--- config.mk ---
export PLATFORM = sky130hd
export DESIGN_NAME = seq_shifter
export DESIGN_NICKNAME = d
export VERILOG_FILES = /design/src/rtl/shifter_pkg.sv /design/src/rtl/shift_step.sv /design/src/rtl/seq_shifter.sv
export SDC_FILE = /design/constraint.sdc
export NUM_CORES = 1
export LEC_CHECK = 0
export CORE_ASPECT_RATIO = 0.75
export CORE_MARGIN = 8
export CORE_UTILIZATION = 45
export CTS_CLUSTER_DIAMETER = 150
export DETAILED_ROUTE_END_ITERATION = 8
export GPL_TIMING_DRIVEN = 1
export PLACE_DENSITY = 0.85
export SLEW_MARGIN = 20
export SYNTH_ARGS = -nofsm -noshare
export SYNTH_HDL_FRONTEND = slang
export SYNTH_SLANG_ARGS = --single-unit
--- constraint.sdc ---
create_clock -name clk -period 2.5 [get_ports clk]
set_input_delay 0.5 -clock clk [delete_from_list [all_inputs] [get_ports clk]]
set_output_delay 0.5 -clock clk [all_outputs]
set_load 0.01 [all_outputs]
--- src/rtl/shifter_pkg.sv ---
`default_nettype none
// ============================================================================
// Module   : shifter_pkg
// Purpose  : Shared encodings for the iterative shifter: the 3-bit operation
//            codes driven by the sequencer and the control FSM state type.
// Ports    : none (package)
// Revision : 1.0  initial release
// ============================================================================
package shifter_pkg;

    // Operation codes on the mode port
    localparam logic [2:0] MODE_ROL = 3'b000;
    localparam logic [2:0] MODE_ROR = 3'b001;
    localparam logic [2:0] MODE_ASL = 3'b010;
    localparam logic [2:0] MODE_ASR = 3'b011;
    localparam logic [2:0] MODE_LSL = 3'b100;
    localparam logic [2:0] MODE_LSR = 3'b101;
    localparam logic [2:0] MODE_RLC = 3'b110;
    localparam logic [2:0] MODE_RRC = 3'b111;

    // Control FSM states
    typedef enum logic [0:0] {
        ST_IDLE = 1'b0,
        ST_RUN  = 1'b1
    } state_t;

endpackage : shifter_pkg
`default_nettype wire

--- src/rtl/shift_step.sv ---
`default_nettype none
// ============================================================================
// Module   : shift_step
// Purpose  : Combinational single-bit shift/rotate step. Produces the next
//            register value and the bit that leaves the register, which
//            becomes the new carry in every mode.
// Ports    : op     - 3-bit operation code (MODE_* in shifter_pkg)
//            s      - current register value
//            c      - current carry
//            s_next - register value after one step
//            c_next - bit shifted out by this step
// Revision : 1.0  initial release
// ============================================================================
module shift_step
    import shifter_pkg::*;
#(
    parameter int WIDTH = 16
) (
    input  logic [2:0]       op,
    input  logic [WIDTH-1:0] s,
    input  logic             c,
    output logic [WIDTH-1:0] s_next,
    output logic             c_next
);

    always_comb begin
        s_next = s;
        c_next = c;
        case (op)
            MODE_ROL: begin
                s_next = {s[WIDTH-2:0], s[WIDTH-1]};
                c_next = s[WIDTH-1];
            end
            MODE_ROR: begin
                s_next = {s[0], s[WIDTH-1:1]};
                c_next = s[0];
            end
            MODE_ASL, MODE_LSL: begin
                s_next = {s[WIDTH-2:0], 1'b0};
                c_next = s[WIDTH-1];
            end
            MODE_ASR: begin
                s_next = {s[WIDTH-1], s[WIDTH-1:1]};
                c_next = s[0];
            end
            MODE_LSR: begin
                s_next = {1'b0, s[WIDTH-1:1]};
                c_next = s[0];
            end
            // Through-carry rotates form a WIDTH+1 bit ring with the carry
            MODE_RLC: begin
                s_next = {s[WIDTH-2:0], c};
                c_next = s[WIDTH-1];
            end
            MODE_RRC: begin
                s_next = {c, s[WIDTH-1:1]};
                c_next = s[0];
            end
            default: begin
                s_next = s;
                c_next = c;
            end
        endcase
    end

endmodule : shift_step
`default_nettype wire

--- src/rtl/seq_shifter.sv ---
`default_nettype none
// ============================================================================
// Module   : seq_shifter
// Purpose  : Multi-cycle shift/rotate unit between the A-bus and S-bus.
//            An operation is launched with start in IDLE; one bit position
//            is processed per clock until the step count reaches zero, then
//            the result and carry are published with a one-cycle done pulse.
// Ports    : clk, rst            - clock, synchronous active-high reset
//            start               - launch request (honoured in IDLE only)
//            mode                - operation code (MODE_* in shifter_pkg)
//            amount              - number of single-bit steps
//            a_bus               - operand
//            cf_in               - initial carry / through-carry input
//            shs                 - drive result onto the S-bus
//            busy                - operation in progress
//            done                - one-cycle completion pulse
//            shifter_out         - registered result
//            shifter_result_bus  - gated result for the S-bus
//            cf                  - registered carry flag
// Revision : 1.0  initial release
// ============================================================================
module seq_shifter
    import shifter_pkg::*;
#(
    parameter int WIDTH = 16,
    parameter int AMT_W = $clog2(WIDTH) + 1
) (
    input  logic             clk,
    input  logic             rst,
    input  logic             start,
    input  logic [2:0]       mode,
    input  logic [AMT_W-1:0] amount,
    input  logic [WIDTH-1:0] a_bus,
    input  logic             cf_in,
    input  logic             shs,
    output logic             busy,
    output logic             done,
    output logic [WIDTH-1:0] shifter_out,
    output logic [WIDTH-1:0] shifter_result_bus,
    output logic             cf
);

    state_t             r_state;
    state_t             w_state_next;

    logic [WIDTH-1:0]   r_sreg;
    logic               r_creg;
    logic [AMT_W-1:0]   r_cnt;
    logic [2:0]         r_op;
    logic               r_busy;
    logic               r_done;
    logic [WIDTH-1:0]   r_out;
    logic               r_cf;

    logic [WIDTH-1:0]   w_sreg_next;
    logic               w_creg_next;
    logic               w_launch;
    logic               w_cnt_zero;

    assign w_launch   = (r_state == ST_IDLE) && start;
    assign w_cnt_zero = (r_cnt == '0);

    shift_step #(
        .WIDTH  (WIDTH)
    ) u_step (
        .op     (r_op),
        .s      (r_sreg),
        .c      (r_creg),
        .s_next (w_sreg_next),
        .c_next (w_creg_next)
    );

    // ------------------------------------------------------------------
    // State register
    // ------------------------------------------------------------------
    always_ff @(posedge clk) begin
        if (rst) begin
            r_state <= ST_IDLE;
        end else begin
            r_state <= w_state_next;
        end
    end

    // ------------------------------------------------------------------
    // Next-state logic
    // ------------------------------------------------------------------
    always_comb begin
        w_state_next = r_state;
        case (r_state)
            ST_IDLE: begin
                if (start) begin
                    w_state_next = ST_RUN;
                end
            end
            ST_RUN: begin
                if (w_cnt_zero) begin
                    w_state_next = ST_IDLE;
                end
            end
            default: begin
                w_state_next = ST_IDLE;
            end
        endcase
    end

    // ------------------------------------------------------------------
    // Datapath and handshake registers
    // ------------------------------------------------------------------
    always_ff @(posedge clk) begin
        if (rst) begin
            r_sreg <= '0;
            r_creg <= 1'b0;
            r_cnt  <= '0;
            r_op   <= MODE_ROL;
            r_busy <= 1'b0;
            r_done <= 1'b0;
            r_out  <= '0;
            r_cf   <= 1'b0;
        end else begin
            // done is a pulse: low unless the completion branch sets it
            r_done <= 1'b0;
            if (w_launch) begin
                // Operands are captured here so the sequencer may change
                // them freely for the rest of the operation.
                r_sreg <= a_bus;
                r_cnt  <= amount;
                r_creg <= cf_in;
                r_op   <= mode;
                r_busy <= 1'b1;
            end else if (r_state == ST_RUN) begin
                if (w_cnt_zero) begin
                    r_out  <= r_sreg;
                    r_cf   <= r_creg;
                    r_done <= 1'b1;
                    r_busy <= 1'b0;
                end else begin
                    r_sreg <= w_sreg_next;
                    r_creg <= w_creg_next;
                    r_cnt  <= r_cnt - AMT_W'(1);
                end
            end
        end
    end

    assign busy               = r_busy;
    assign done               = r_done;
    assign shifter_out        = r_out;
    assign cf                 = r_cf;
    assign shifter_result_bus = shs ? r_out : '0;

endmodule : seq_shifter
`default_nettype wire

==> parameters.txt <==
Parameter                              Value

Status
  Result of the run ... complete, no violations

Cells and area
  Fraction of final layout cells sized beyond drive strength 1 ... 6.38%
  Filler instances ... 439
  Syn-to-layout area delta ... 34.3%
  Fin nets ... 359
  Non-filler cells, final ... 389
  Antenna diode count ... 0

Power
  Worst IR drop on VDD ... 0.378 mV
  Overall power after layout ... 0.00171 W
  Power per unit of standard cell area ... 589 mW/mm²
  Leakage power figure ... 1.02 nW

Floorplan
  Standard-cell row count ... 22
  DIE AREA ... 0.00732 mm²
  Top-level I/O count ... 64
  Overall die width ... 96.2 µm
  Height of the die ... 76.1 µm
  Starting Density ... 45.5%
  Area of the placeable core ... 0.00476 mm²

Synthesis
  Top cells by area, synth ... dfxtp_1, nand2_1, a21oi_1, mux2i_1, o211ai_1
  Fraction of registers with async set/reset ... 0%
  Post-synthesis mux area share ... 6.52%
  #FFs+latches synth ... 45
  Ys flop type ... dfxtp_1
  Post-synthesis compound-gate area fraction ... 21.5%
  Cell taking the most area after synthesis ... dfxtp_1
  Number of cells produced by synthesis ... 272
  Mapped cell area ... 0.00217 mm²
  Count of yosys warnings during synthesis ... 0
  Synth cell types ... 37
  Fraction of the mapped netlist area in simple logic gates ... 23.1%
  Number of enable-type register cells in the synthesized netlist ... 0
  Register area share after synthesis ... 41.5%
  Synthesized area per cell ... 7.97 µm²
  Fraction of the mapped netlist area in adder cells ... 0.577%
  Post-synthesis share of cell area spent on xor and xnor gates ... 0%
  Dominant combinational cell family by area after synthesis ... simple AND/OR/NAND/NOR gates
  Synthesized net count ... 302
  Share of the synthesized area in the top cell type ... 41.5%

Drt
  Remaining antenna violation count ... 0
  Post-Route WL ... 5620 µm
  Vias per std cell ... 5.31
  Vias post-DR ... 2064
  Routed wirelength normalized by instance count ... 14.4 µm
  Count of routing violations after the opening detailed-route iteration ... 141
  Detailed-route DRC error count ... 0
  TritonRoute pass-1 iters ... 4

STA
  Count of final setup violators ... 0
  Achievable clock frequency ... 430 MHz
  Unrepaired setup endpoints after global routing ... no
  Post-Route Skew ... 3.04 ps
  Slew @ Worst Pin ... 700 ps
  Slew Limit Headroom ... 53.2%
  Final critical path time including I/O delays and setup ... 2320 ps
  Final period util ... 92.9%
  Total negative slack ... 0 ps
  Final max-slew violation count ... 0
  Final Hold Fails ... 0

Worst setup path
  Library cell contributing the largest single delay on the critical path ... clkdlybuf4s50_1
  Worst EP required ... 2000 ps
  R2R Path Start ... r_cnt[0]
  Setup slack of the worst register-to-register path ... 450 ps
  CP endpoint kind ... output port
  Worst Reg-to-Reg Cells ... 7
  Worst Setup Start Kind ... input pin
  Most common cell type on the critical path ... clkdlybuf4s50_1
  Top fanout value on the critical path ... 16
  Critical path type ... in -> out
  Cells traversed along the worst timing path ... clkdlybuf4s50_1, buf_12, and2_1, clkdlybuf4s50_1
  Arrival time at the worst endpoint ... 1820 ps
  Reg-to-Reg End ... r_sreg[14]
  Delay contributed by the slowest stage of the critical path ... 540 ps

Place
  Number of port buffers ... 63
  Cell total after placement ... 382
  Routability Congestion ... 0.813
  Half-perimeter wire length after detailed placement ... 4020 µm

Clock tree
  Latest clock arrival within the worst-skew pair ... 290 ps
  Largest buffer count on any clock path ... 2
  Count of hold buffers inserted by post-cts repair ... 0
  Clock Pin Slew Worst Setup and Hold Paths ... 80 ps
  Count of H-tree levels built during CTS ... 2
  Count of cells resized by post-cts repair ... 0
  Number of clock sinks seen by CTS ... 45
  Cell at the root of the clock tree ... clkbuf_8
  Clock tree from TritonCTS ... built
  Number of buffers created by CTS ... 5
  Count of buffers added by post-CTS timing repair for setup ... 0

Min path
  Kind of path behind the tightest hold check ... reg -> reg
  Endpoint of the worst hold-timing path ... cf
  Cell count of the worst hold path ... 2
  Hold Path Origin ... cf

Global route
  Total routing usage reported by global routing ... 15.6%
  Overall overflow remaining after global route ... 0
  Maximum number of pins on one net before global-route repair ... 46
  Vias in the first global route ... 2007
  Number of antenna violations at the first check in global routing ... 0
  Wire length of the first global-routing pass ... 9320 µm

Run
  Max-cap viol count ... 0
cell type report:
cell class / count / area [µm²] / area share [%]
clock buffers: 7 / 86.3 / 2.96
inverters: 5 / 18.8 / 0.644
multi-input cells: 200 / 1120 / 38.5
flip-flops and latches: 45 / 901 / 30.9
well taps: 60 / 75.1 / 2.58
repair buffers: 72 / 711 / 24.4
how the worst max path moves through the flow:
stage,startpoint,to,slack [ps],cells past startpoint
after floorplan,r_cnt[0],r_cnt[0],730,8
after global placement,shs,shifter_result_bus[12],200,4
after detailed placement,shs,shifter_result_bus[12],160,4
after CTS,shs,shifter_result_bus[12],160,4
after global routing,shs,shifter_result_bus[12],120,4
final,shs,shifter_result_bus[12],180,4
sequential cells by signal, indices dropped and copies added, names as in the netlist:
signal	flops
r_creg	1
r_op	3
busy	1
shifter_out	16
done	1
r_cnt	5
cf	1
r_state	1
r_sreg	16
metrics by stage:
| step | cell area (µm²) | setup slack [ps] | hold slack [ps] | util (%) |
|---|---|---|---|---|
| floorplan | 2170 | 733 | 445 | - |
| global placement | 2830 | 197 | 449 | 59.4 |
| detailed placement | 2830 | 162 | 450 | 59.4 |
| CTS | 2910 | 157 | 460 | 61.2 |
| global route | 2910 | 122 | 481 | 61.2 |
| finish | 2910 | 177 | 459 | 61.2 |
kinds of logic (layout without fill, tap and decap cells):
group / count (synthesis) / count (layout)
simple gates: 111 / 111
compound gates: 74 / 74
flops: 45 / 45
buf+inv: 27 / 84
mux: 14 / 14
fa+ha+maj: 1 / 1
per-layer routing:
layer | track usage, % | vias up | share of wire, %
li1 | - | 1035 | -
met1 | 19.9 | 961 | 45
met2 | 24.3 | 62 | 46
met3 | 4.82 | 6 | 8.4
met4 | 4.75 | 0 | 1.1
met5 | 0 | - | 0
where the power goes:
part	internal, W	switching, W
combinational	0.000199	0.000223
clock	0.000219	0.000229
sequential	0.000779	0.0000651
cells in the mapped netlist (2+ instances only):
library cell,n
nor2_1,8
o211ai_1,17
buf_2,3
clkbuf_1,11
buf_6,5
buf_1,2
nor2b_1,2
o21ai_0,4
nand2_1,72
dfxtp_1,45
nor3_1,2
and2_1,17
a22oi_1,2
nand2b_1,2
mux2i_1,13
inv_1,5
a21oi_1,41
a211oi_1,2
layout by cell type, fill, tap and decap left out, drive strengths merged, types with 2 or more instances in the layout:
master and count:
and2 17, nand2b 2, nor2b 2, a22oi 2, dfxtp 45, a211oi 2, nor3 2, mux2i 13
buf 9, nand2 72, a21oi 41, o211ai 17, inv 5, clkbuf 7, or2 2, o21ai 5
clkdlybuf4s50 63, nor2 9
critical path: cells and delay by family:
kind / cells / cell delay [ps]
buffers and inverters: 3 / 1190
AND/OR/NAND/NOR: 1 / 130
Power figures use the tool's default switching activity.
